### config.mk
export PLATFORM = sky130hd
export DESIGN_NAME = wb_port_arbiter
export DESIGN_NICKNAME = d
export VERILOG_FILES = /design/src/rtl/wb_port_arbiter.sv
export SDC_FILE = /design/constraint.sdc
export NUM_CORES = 1
export LEC_CHECK = 0
export BUFFER_PORTS_ARGS = -buffer_cell sky130_fd_sc_hd__buf_2
export CAP_MARGIN = 20
export CELL_PAD_IN_SITES_DETAIL_PLACEMENT = 1
export CELL_PAD_IN_SITES_GLOBAL_PLACEMENT = 1
export CORE_MARGIN = 2
export CORE_UTILIZATION = 33
export DETAILED_ROUTE_END_ITERATION = 10
export PLACE_DENSITY_LB_ADDON = 0.08
export SLEW_MARGIN = 15
export SYNTH_ARGS = -nofsm -noshare
export SYNTH_HDL_FRONTEND = slang
export SYNTH_SLANG_ARGS = --single-unit
### constraint.sdc
create_clock -name clk -period 2.4 [get_ports clk]
set_input_delay 0.48 -clock clk [delete_from_list [all_inputs] [get_ports clk]]
set_output_delay 0.48 -clock clk [all_outputs]
set_load 0.03 [all_outputs]
### src/rtl/wb_port_arbiter.sv
// Shares the register-file write port between the writeback stage (P) and the
// long-latency unit (L): fixed priority to P, with a starvation guard for L.
module wb_port_arbiter #(
   parameter int unsigned STARVE_LIMIT = 4,
   parameter int unsigned CNT_W        = 4
) (
   input  logic        clk,
   input  logic        resetn,
   input  logic        p_valid,
   output logic        p_ready,
   input  logic [3:0]  p_we,
   input  logic [4:0]  p_waddr,
   input  logic [31:0] p_wdata,
   input  logic        l_valid,
   output logic        l_ready,
   input  logic [3:0]  l_we,
   input  logic [4:0]  l_waddr,
   input  logic [31:0] l_wdata,
   output logic [3:0]  rf_we,
   output logic [4:0]  rf_waddr,
   output logic [31:0] rf_wdata,
   output logic        grant_l,
   output logic        starving
);

   localparam logic [CNT_W-1:0] LIMIT = CNT_W'(STARVE_LIMIT);

   logic [CNT_W-1:0] starve_cnt_q, starve_cnt_d;
   logic [3:0]       rf_we_q, rf_we_d;
   logic [4:0]       rf_waddr_q, rf_waddr_d;
   logic [31:0]      rf_wdata_q, rf_wdata_d;
   logic             grant_l_q, grant_l_d;
   logic             p_xfer, l_xfer;

   assign starving = (starve_cnt_q == LIMIT);
   assign p_ready  = !(starving && l_valid);
   assign l_ready  = l_valid && (!p_valid || starving);
   assign p_xfer   = p_valid && p_ready;
   assign l_xfer   = l_ready;

   always_comb begin
      starve_cnt_d = starve_cnt_q;
      if (!l_valid || l_xfer) begin
         starve_cnt_d = '0;
      end else if (starve_cnt_q != LIMIT) begin
         starve_cnt_d = starve_cnt_q + 1'b1;
      end
   end

   // Writes to r0 and empty byte masks are consumed but never reach the file.
   always_comb begin
      rf_we_d    = 4'h0;
      rf_waddr_d = rf_waddr_q;
      rf_wdata_d = rf_wdata_q;
      grant_l_d  = 1'b0;
      if (l_xfer) begin
         rf_we_d    = (l_waddr == 5'd0) ? 4'h0 : l_we;
         rf_waddr_d = l_waddr;
         rf_wdata_d = l_wdata;
         grant_l_d  = 1'b1;
      end else if (p_xfer) begin
         rf_we_d    = (p_waddr == 5'd0) ? 4'h0 : p_we;
         rf_waddr_d = p_waddr;
         rf_wdata_d = p_wdata;
      end
   end

   always_ff @(posedge clk or negedge resetn) begin
      if (!resetn) begin
         starve_cnt_q <= '0;
         rf_we_q      <= 4'h0;
         rf_waddr_q   <= 5'd0;
         rf_wdata_q   <= 32'd0;
         grant_l_q    <= 1'b0;
      end else begin
         starve_cnt_q <= starve_cnt_d;
         rf_we_q      <= rf_we_d;
         rf_waddr_q   <= rf_waddr_d;
         rf_wdata_q   <= rf_wdata_d;
         grant_l_q    <= grant_l_d;
      end
   end

   assign rf_we    = rf_we_q;
   assign rf_waddr = rf_waddr_q;
   assign rf_wdata = rf_wdata_q;
   assign grant_l  = grant_l_q;

endmodule

# Word level (Yosys, flattened, before mapping)
# Index checks and enable logic that the tools add are counted.
[word_totals] ff_bits=46 latchBits=0 mem_bits_rw=0 mem_bits_ro=0 input_bits=86 memories=0
[classes] addsub=1 multipliers=0 div=0 magnitude_cmp=0 eq_ne=2 shifts=0 n_mux=11 n_bitwise=0 reduce_logical=12
[ops] operator="2-to-1 mux 32 bit" count=2
[ops] operator="2-to-1 mux 4 bit" count=6
[ops] operator="logical NOT 5 bit" count=2
[ops] operator="2-to-1 mux 5 bit" count=2
[ops] operator="adder 4 x 1 -> 4 bit (second input constant)" count=1
[ops] operator="== test 4 x 3 -> 1 bit (second input constant)" count=1
[ops] operator="inequality test 4 x 3 -> 1 bit (second input constant)" count=1
[ops] operator="nonzero test 2 bit" count=2
[ops] operator="logical AND 1 bit" count=3
[ops] operator="logical NOT 1 bit" count=3
[ops] operator="logical OR 1 bit" count=2
[ops] operator="2-to-1 mux 1 bit" count=1

# Longest topological paths before layout
# Gate-level depths: netlist of the first run.
[logic_depth] word_depth=6 ltp_mapped=9 ltp_nobuf=7

# Least setup slack after synthesis of the first run
# Ideal clock, no wire load.
[synth_path] path_kind="reg2out" startpoint="reg starve_cnt_q[0]" endpoint="out l_ready" arrival_time_ps=1265 required_ps=1920 path_slack_ps=655 path_stages_with_launch=8 path_buffers=1 path_cell_list="dfrtp_1 -> inv_1 -> ha_1 -> nand3b_2 -> inv_2 -> o21ai_4 -> inv_2 -> buf_2"
[synth_between] elab_chain_cells=3
[synth_rtl] element="start: declaration" line_no="28" text="logic [CNT_W-1:0] starve_cnt_q, starve_cnt_d;"
[synth_rtl] element="start signal: assignment" line_no="76" text="starve_cnt_q <= starve_cnt_d;"
[synth_rtl] element="== test 4 x 3 -> 1 bit" line_no="35" text="assign starving = (starve_cnt_q == LIMIT);"
[synth_rtl] element="net starving" line_no="23" text="output logic starving"
[synth_rtl] element="logical OR 1 bit" line_no="37" text="assign l_ready = l_valid && (!p_valid || starving);"
[synth_rtl] element="logical AND 1 bit" line_no="37"
[synth_rtl] element="end: declaration" line_no="15" text="output logic l_ready,"
# The timed path passes the listed nets, and every way through them passes these cells.

# Worst setup path after layout of the first run
[layout_path] startpoint="reg starve_cnt_q[0]" endpoint="out p_ready"
[layout_between] elab_chain_cells=3
[layout_rtl] element="== test 4 x 3 -> 1 bit" line_no="35"
[layout_rtl] element="logical AND 1 bit" line_no="36" text="assign p_ready = !(starving && l_valid);"
[layout_rtl] element="logical NOT 1 bit" line_no="36"
[layout_rtl] element="end: declaration" line_no="10" text="output logic p_ready,"
# Every way passes these cells.

==> metrics.cfg, run 1 <==
[critical_path]
timing.setup.critical_path_class=flop to primary output
worstSetupEndpointType=primary output
cpMaxStageDelayCell=dfrtp_1
cpPeakStageDelay_ps=410
crit_arrival_ps=1680
worstPathBufferInverterCount=2
path_max_fanout=12
worstRegToRegCells=6
worstSetupStartpointType=flop
regToRegStartpoint=starve_cnt_q[0]
critical_path.reg2reg.endpoint=rf_waddr[2]
cp_cell_sequence=inv_1 > ha_1 > nand4b_1 > buf_2
crit_required_ps=1920
reg2reg_slack_ps=410
critical_path.top_delay_family=buffers and inverters

[sta]
setup_ws_ps=235
unrepaired_setup_endpoints_after_global_routing=false
skew_ps=6.41
hold_viol=0
fin_tns_setup_ps=0
worst_pin_slew_ps=982
timing.final.crit_share=0.902
fmaxAchievable_mhz=462
timing.slew.headroom=0.345
final_max_slew_viol_count=0
final.min_clock_period_ps=2160
report.final.setup_viol=0

[cts]
tritoncts.num_buffers=5
cts-hold-fix-buffers=0
clk_root_buffer_cell=clkbuf_8
post-cts-setup-buffer-count=0
max-clock-path-buffers=2
insertion_delay_ps=300
postCtsResizedCells=0
clk_transition_reported_paths_ps=80
clock_tree_from_tritoncts=yes
cts.sink_count=46
htree_levels=2

[final_layout]
seqCellArea_um2=1150
most-common-layout-cells=buf_2, dfrtp_1, and3_1, a221o_1, inv_1
antenna_cells=0
final_net_count=386
multiInputGateArea_um2=779
post-route-util=0.476
area.growth.synth_to_final_pct=38.5
final_cell_count_no_fill=373
fill_cells=708
post_route_cells_drive_above_1_share=0.497
most_common_cell_after_layout_fill_and_taps_aside=buf_2

[grt]
grt_antenna_before_repair=0
vias_in_the_first_global_route=1926
grt.total_usage=0.191
grt_max_degree=47
grt-ovfl-total=0
grt_first_pass_wirelength_um=9850

[pwr]
total_power_w=0.00176
power.static_leakage_nw=1.57
power_density_nw_per_um2=621
peakVddDrop_mv=0.225

[yosys]
ys_async_sr_fraction=1.00
syn-instance-count=170
synth-edff-count=0
count_of_yosys_warnings_during_synthesis=0
synthTopCellsByArea=dfrtp_1, a221o_1, and3_1
synth.distinct_cells=20
synth_fp_nets=258
seq_area_frac_synth=0.562
synth_top_area_frac=0.562
mean_cell_area_of_the_mapped_netlist_um2=12.0
post_synth_instance_area_um2=2050
yosys_register_bits=46
ys_dominant_reg_cell=dfrtp_1
post-synth-top-area-cell=dfrtp_1

[place]
dp.final_hpwl_um=4710
dp.cells=366
place_congestion=0.727
pre_cts_ws_ps=205
buffer_ports.inserted=130

[floorplanning]
die_area_um2=6850
core.rowCount=28
initial_core_util=0.344
pin_count=131
floorplan.core_area_um2=5960
chipWidth_um=82.8
floorplan.die.height_um=82.8

[drt]
routed-via-count=1952
routed_wire_length_per_instance_um=17.3
ant_nets=0
remaining_drc_errors=0
first_iter_violations=113
viasPerCell=5.23
postRouteWirelength_um=6450
first_pass_iteration_count_of_the_detailed_router=4

[flow_run]
maxCapViolCount=0

[run_status]
run_status=completed

[hold_path]
holdCritPathClass=primary input to asynchronous set/reset pin

report_power, final:
part	total [W]	switching, W	internal, W
logic	0.000430	0.000264	0.000166
registers	0.000877	0.0000367	0.000840
clock network	0.000455	0.000259	0.000196
total	0.00176	0.000560	0.00120
synth_stat cells, types with 2 or more instances:
cell,n
or4_1,2
and3_1,37
buf_6,3
nand3_1,2
clkbuf_1,9
inv_1,8
a221o_1,37
o22ai_1,4
nor2_1,5
dfrtp_1,46
inv_2,2
ha_1,2
buf_2,3
o21ai_0,4
worst register-to-register path: stages, from the launching register on:
cell      delay [ps]
dfrtp_1          410
inv_1             70
ha_1             180
nand4b_1         380
buf_4            350
and3_1           200
a221o_1          270
worst max-delay path by stage:
stage	from	slack, ps	end	depth (start not counted)
2_1_floorplan	starve_cnt_q[0]	650	l_ready	7
3_3_place_gp	p_valid	270	rf_wdata[23]	7
3_5_place_dp	p_valid	200	rf_wdata[26]	7
4_1_cts	starve_cnt_q[0]	210	p_ready	4
5_1_grt	starve_cnt_q[0]	60	p_ready	4
6_report	starve_cnt_q[0]	240	p_ready	4
final cells by class:
cell class                 instances  area share
multi-input combinational         99       0.275
tap                               75      0.0331
clock buffer                       5      0.0243
timing repair buffer             136       0.245
sequential                        46       0.406
clock inverter                     2     0.00353
inverter                          10      0.0132
cell families after synthesis:
group	synth area share
xor gates and xnor gates	0.00855
and+or+nand+nor	0.144
AOI/OAI and AO/OA	0.214
DFF	0.562
buffers and inverters	0.0586
adders and majority gates	0.0122
state kept, by name (all words and copies together) (netlist names):
name          cells
rf_wdata         32
grant_l           1
rf_we             4
starve_cnt_q      4
rf_waddr          5
per-layer routing:
| layer | GRT usage | vias to the layer above | wire, um |
|---|---|---|---|
| met1 | 0.255 | 955 | 2810 |
| met5 | 0 | - | 0 |
| met4 | 0.0541 | 0 | 63 |
| li1 | - | 914 | - |
| met3 | 0.0455 | 7 | 473 |
| met2 | 0.310 | 76 | 3100 |
through the flow:
stage	area, um2	hold WS (ps)
floorplan	2050	184
global route	2840	327
finish	2840	269
CTS	2840	286
detailed placement	2760	482
global placement	2760	477
Note: power is estimated with default switching activity, not from simulation.
==> inputs of run 2 (changes only) <==
Settings changed: CORE_MARGIN 2 to default, PLACE_DENSITY from default to 0.94, PLACE_DENSITY_LB_ADDON 0.08 to default.
==> metrics.cfg, run 2 (synthesis results as in run 1) <==
[sta]
skew_ps=4.65  ; was 6.41 ps
timing.final.crit_share=0.922  ; was 0.902
timing.slew.headroom=0.409  ; was 0.345
setup_ws_ps=188  ; was 235 ps
fmaxAchievable_mhz=452  ; was 462 MHz
hold_viol=0  ; unchanged
unrepaired_setup_endpoints_after_global_routing=false  ; unchanged
fin_tns_setup_ps=0  ; unchanged
final.min_clock_period_ps=2210  ; was 2160 ps
report.final.setup_viol=0  ; unchanged
final_max_slew_viol_count=0  ; unchanged
worst_pin_slew_ps=886  ; was 982 ps

[final_layout]
post-route-util=0.479  ; was 0.476
antenna_cells=0  ; unchanged
seqCellArea_um2=1150  ; unchanged
fill_cells=695  ; was 708
final_cell_count_no_fill=374  ; was 373
post_route_cells_drive_above_1_share=0.498  ; was 0.497
most-common-layout-cells=buf_2, dfrtp_1, and3_1, a221o_1, inv_1  ; unchanged
most_common_cell_after_layout_fill_and_taps_aside=buf_2  ; unchanged
final_net_count=386  ; unchanged
largest_register_ffs=32  ; unchanged
multiInputGateArea_um2=779  ; unchanged
area.growth.synth_to_final_pct=39.4  ; was 38.5%

[drt]
maxUsedRoutingLayer=met4  ; unchanged
viasPerCell=5.39  ; was 5.23
remaining_drc_errors=0  ; unchanged
wirelength_met1_um=2560  ; was 2810 um
first_pass_iteration_count_of_the_detailed_router=4  ; unchanged
postRouteWirelength_um=6500  ; was 6450 um
route.met2.wl_um=3370  ; was 3100 um
first_iter_violations=116  ; was 113
ant_nets=0  ; unchanged
routed_wire_length_per_instance_um=17.4  ; was 17.3 um
route.met3.wl_um=447  ; was 473 um
routed-via-count=2016  ; was 1952

[floorplanning]
chipWidth_um=80.8  ; was 82.8 um
die_area_um2=6530  ; was 6850 um2
core.rowCount=28  ; unchanged
pin_count=131  ; unchanged
floorplan.core_area_um2=5960  ; unchanged
floorplan.die.height_um=80.8  ; was 82.8 um
initial_core_util=0.344  ; unchanged

[cts]
insertion_delay_ps=290  ; was 300 ps
cts.sink_count=46  ; unchanged
tritoncts.num_buffers=5  ; unchanged
htree_levels=2  ; unchanged
clock_tree_from_tritoncts=yes  ; unchanged
post-cts-setup-buffer-count=0  ; unchanged
clk_root_buffer_cell=clkbuf_8  ; unchanged
max-clock-path-buffers=2  ; unchanged
clk_transition_reported_paths_ps=90  ; was 80 ps

[critical_path]
crit_arrival_ps=1730  ; was 1680 ps
worstSetupStartpointType=flop  ; unchanged
crit_required_ps=1920  ; about the same
timing.setup.critical_path_class=flop to primary output  ; unchanged
worstSetupEndpointType=primary output  ; unchanged
path_max_fanout=24  ; was 12

[pwr]
total_power_w=0.00180  ; was 0.00176 W
power.static_leakage_nw=1.57  ; about the same
power_density_nw_per_um2=632  ; was 621 nW/um2
peakVddDrop_mv=0.285  ; was 0.225 mV

[run_status]
run_status=completed  ; unchanged

[place]
buffer_ports.inserted=130  ; unchanged
pre_cts_ws_ps=308  ; was 205 ps
dp.cells=366  ; unchanged
place_congestion=0.712  ; was 0.727
dp.final_hpwl_um=5020  ; was 4710 um

[grt]
grt.total_usage=0.206  ; was 0.191
grt_max_degree=39  ; was 47
grt_first_pass_wirelength_um=10100  ; was 9850 um
grt_antenna_before_repair=0  ; unchanged
vias_in_the_first_global_route=2017  ; was 1926
grt-ovfl-total=0  ; unchanged

[hold_path]
holdCritPathClass=primary input to asynchronous set/reset pin  ; unchanged

[flow_run]
maxCapViolCount=0  ; unchanged

## run 2: changes by cell type in the layout (fill, tap and decap cells not counted)
cell,before,now
inv_4,0,1
clkinvlp_4,0,1
clkinv_2,2,1
clkbuf_8,5,6
inv_2,2,1
## run 2: repair_timing
action                                  4_1_cts  5_1_grt
gates resized for setup                       0        2
hold endpoints to repair                      0        0
endpoints found under the setup margin        0        1
hold buffers                                  0        0
## run 2: path summary, 6_finish.rpt
path	from	endpoint	slack, ps	depth (start not counted)
max	starve_cnt_q[0]	l_ready	190	7
min	resetn	rf_waddr[0]	300	1
max reg2reg	starve_cnt_q[0]	rf_waddr[3]	460	8
min reg2reg	starve_cnt_q[0]	starve_cnt_q[0]	500	1
max in group asynchronous	resetn	rf_wdata[17]	1440	2
min in group clk	l_wdata[18]	rf_wdata[18]	410	2
## run 2: area by class of cell
class / count / area share
Inverter: 10 / 0.0140
Tap cell: 75 / 0.0329
Sequential cell: 46 / 0.403
Multi-Input combinational cell: 99 / 0.273
Timing Repair Buffer: 136 / 0.244
Clock buffer: 6 / 0.0289
Clock inverter: 2 / 0.00438
## run 2: metrics by stage
step / hold WS, ps / area (um2)
global route: 359 / 2860
floorplan: 184 / 2050
detailed placement: 481 / 2760
global placement: 464 / 2760
CTS: 314 / 2850
finish: 303 / 2860
## run 2: power by group
group | internal [W] | switching (W)
Clock | 0.000232 | 0.000259
Combinational | 0.000166 | 0.000267
Sequential | 0.000840 | 0.0000396
## run 2: metal layers
metal  vias up  GRT usage
met5         -          0
met4         0     0.0607
met3        11     0.0438
met2        96      0.377
met1       991      0.240
li1        918          -
## run 2: worst max-delay path, cell delays in order (launching register included)
cell	delay, ps
dfrtp_1	420
inv_1	70
ha_1	190
nand3b_2	120
inv_2	100
o21ai_4	80
inv_4	210
buf_2	250
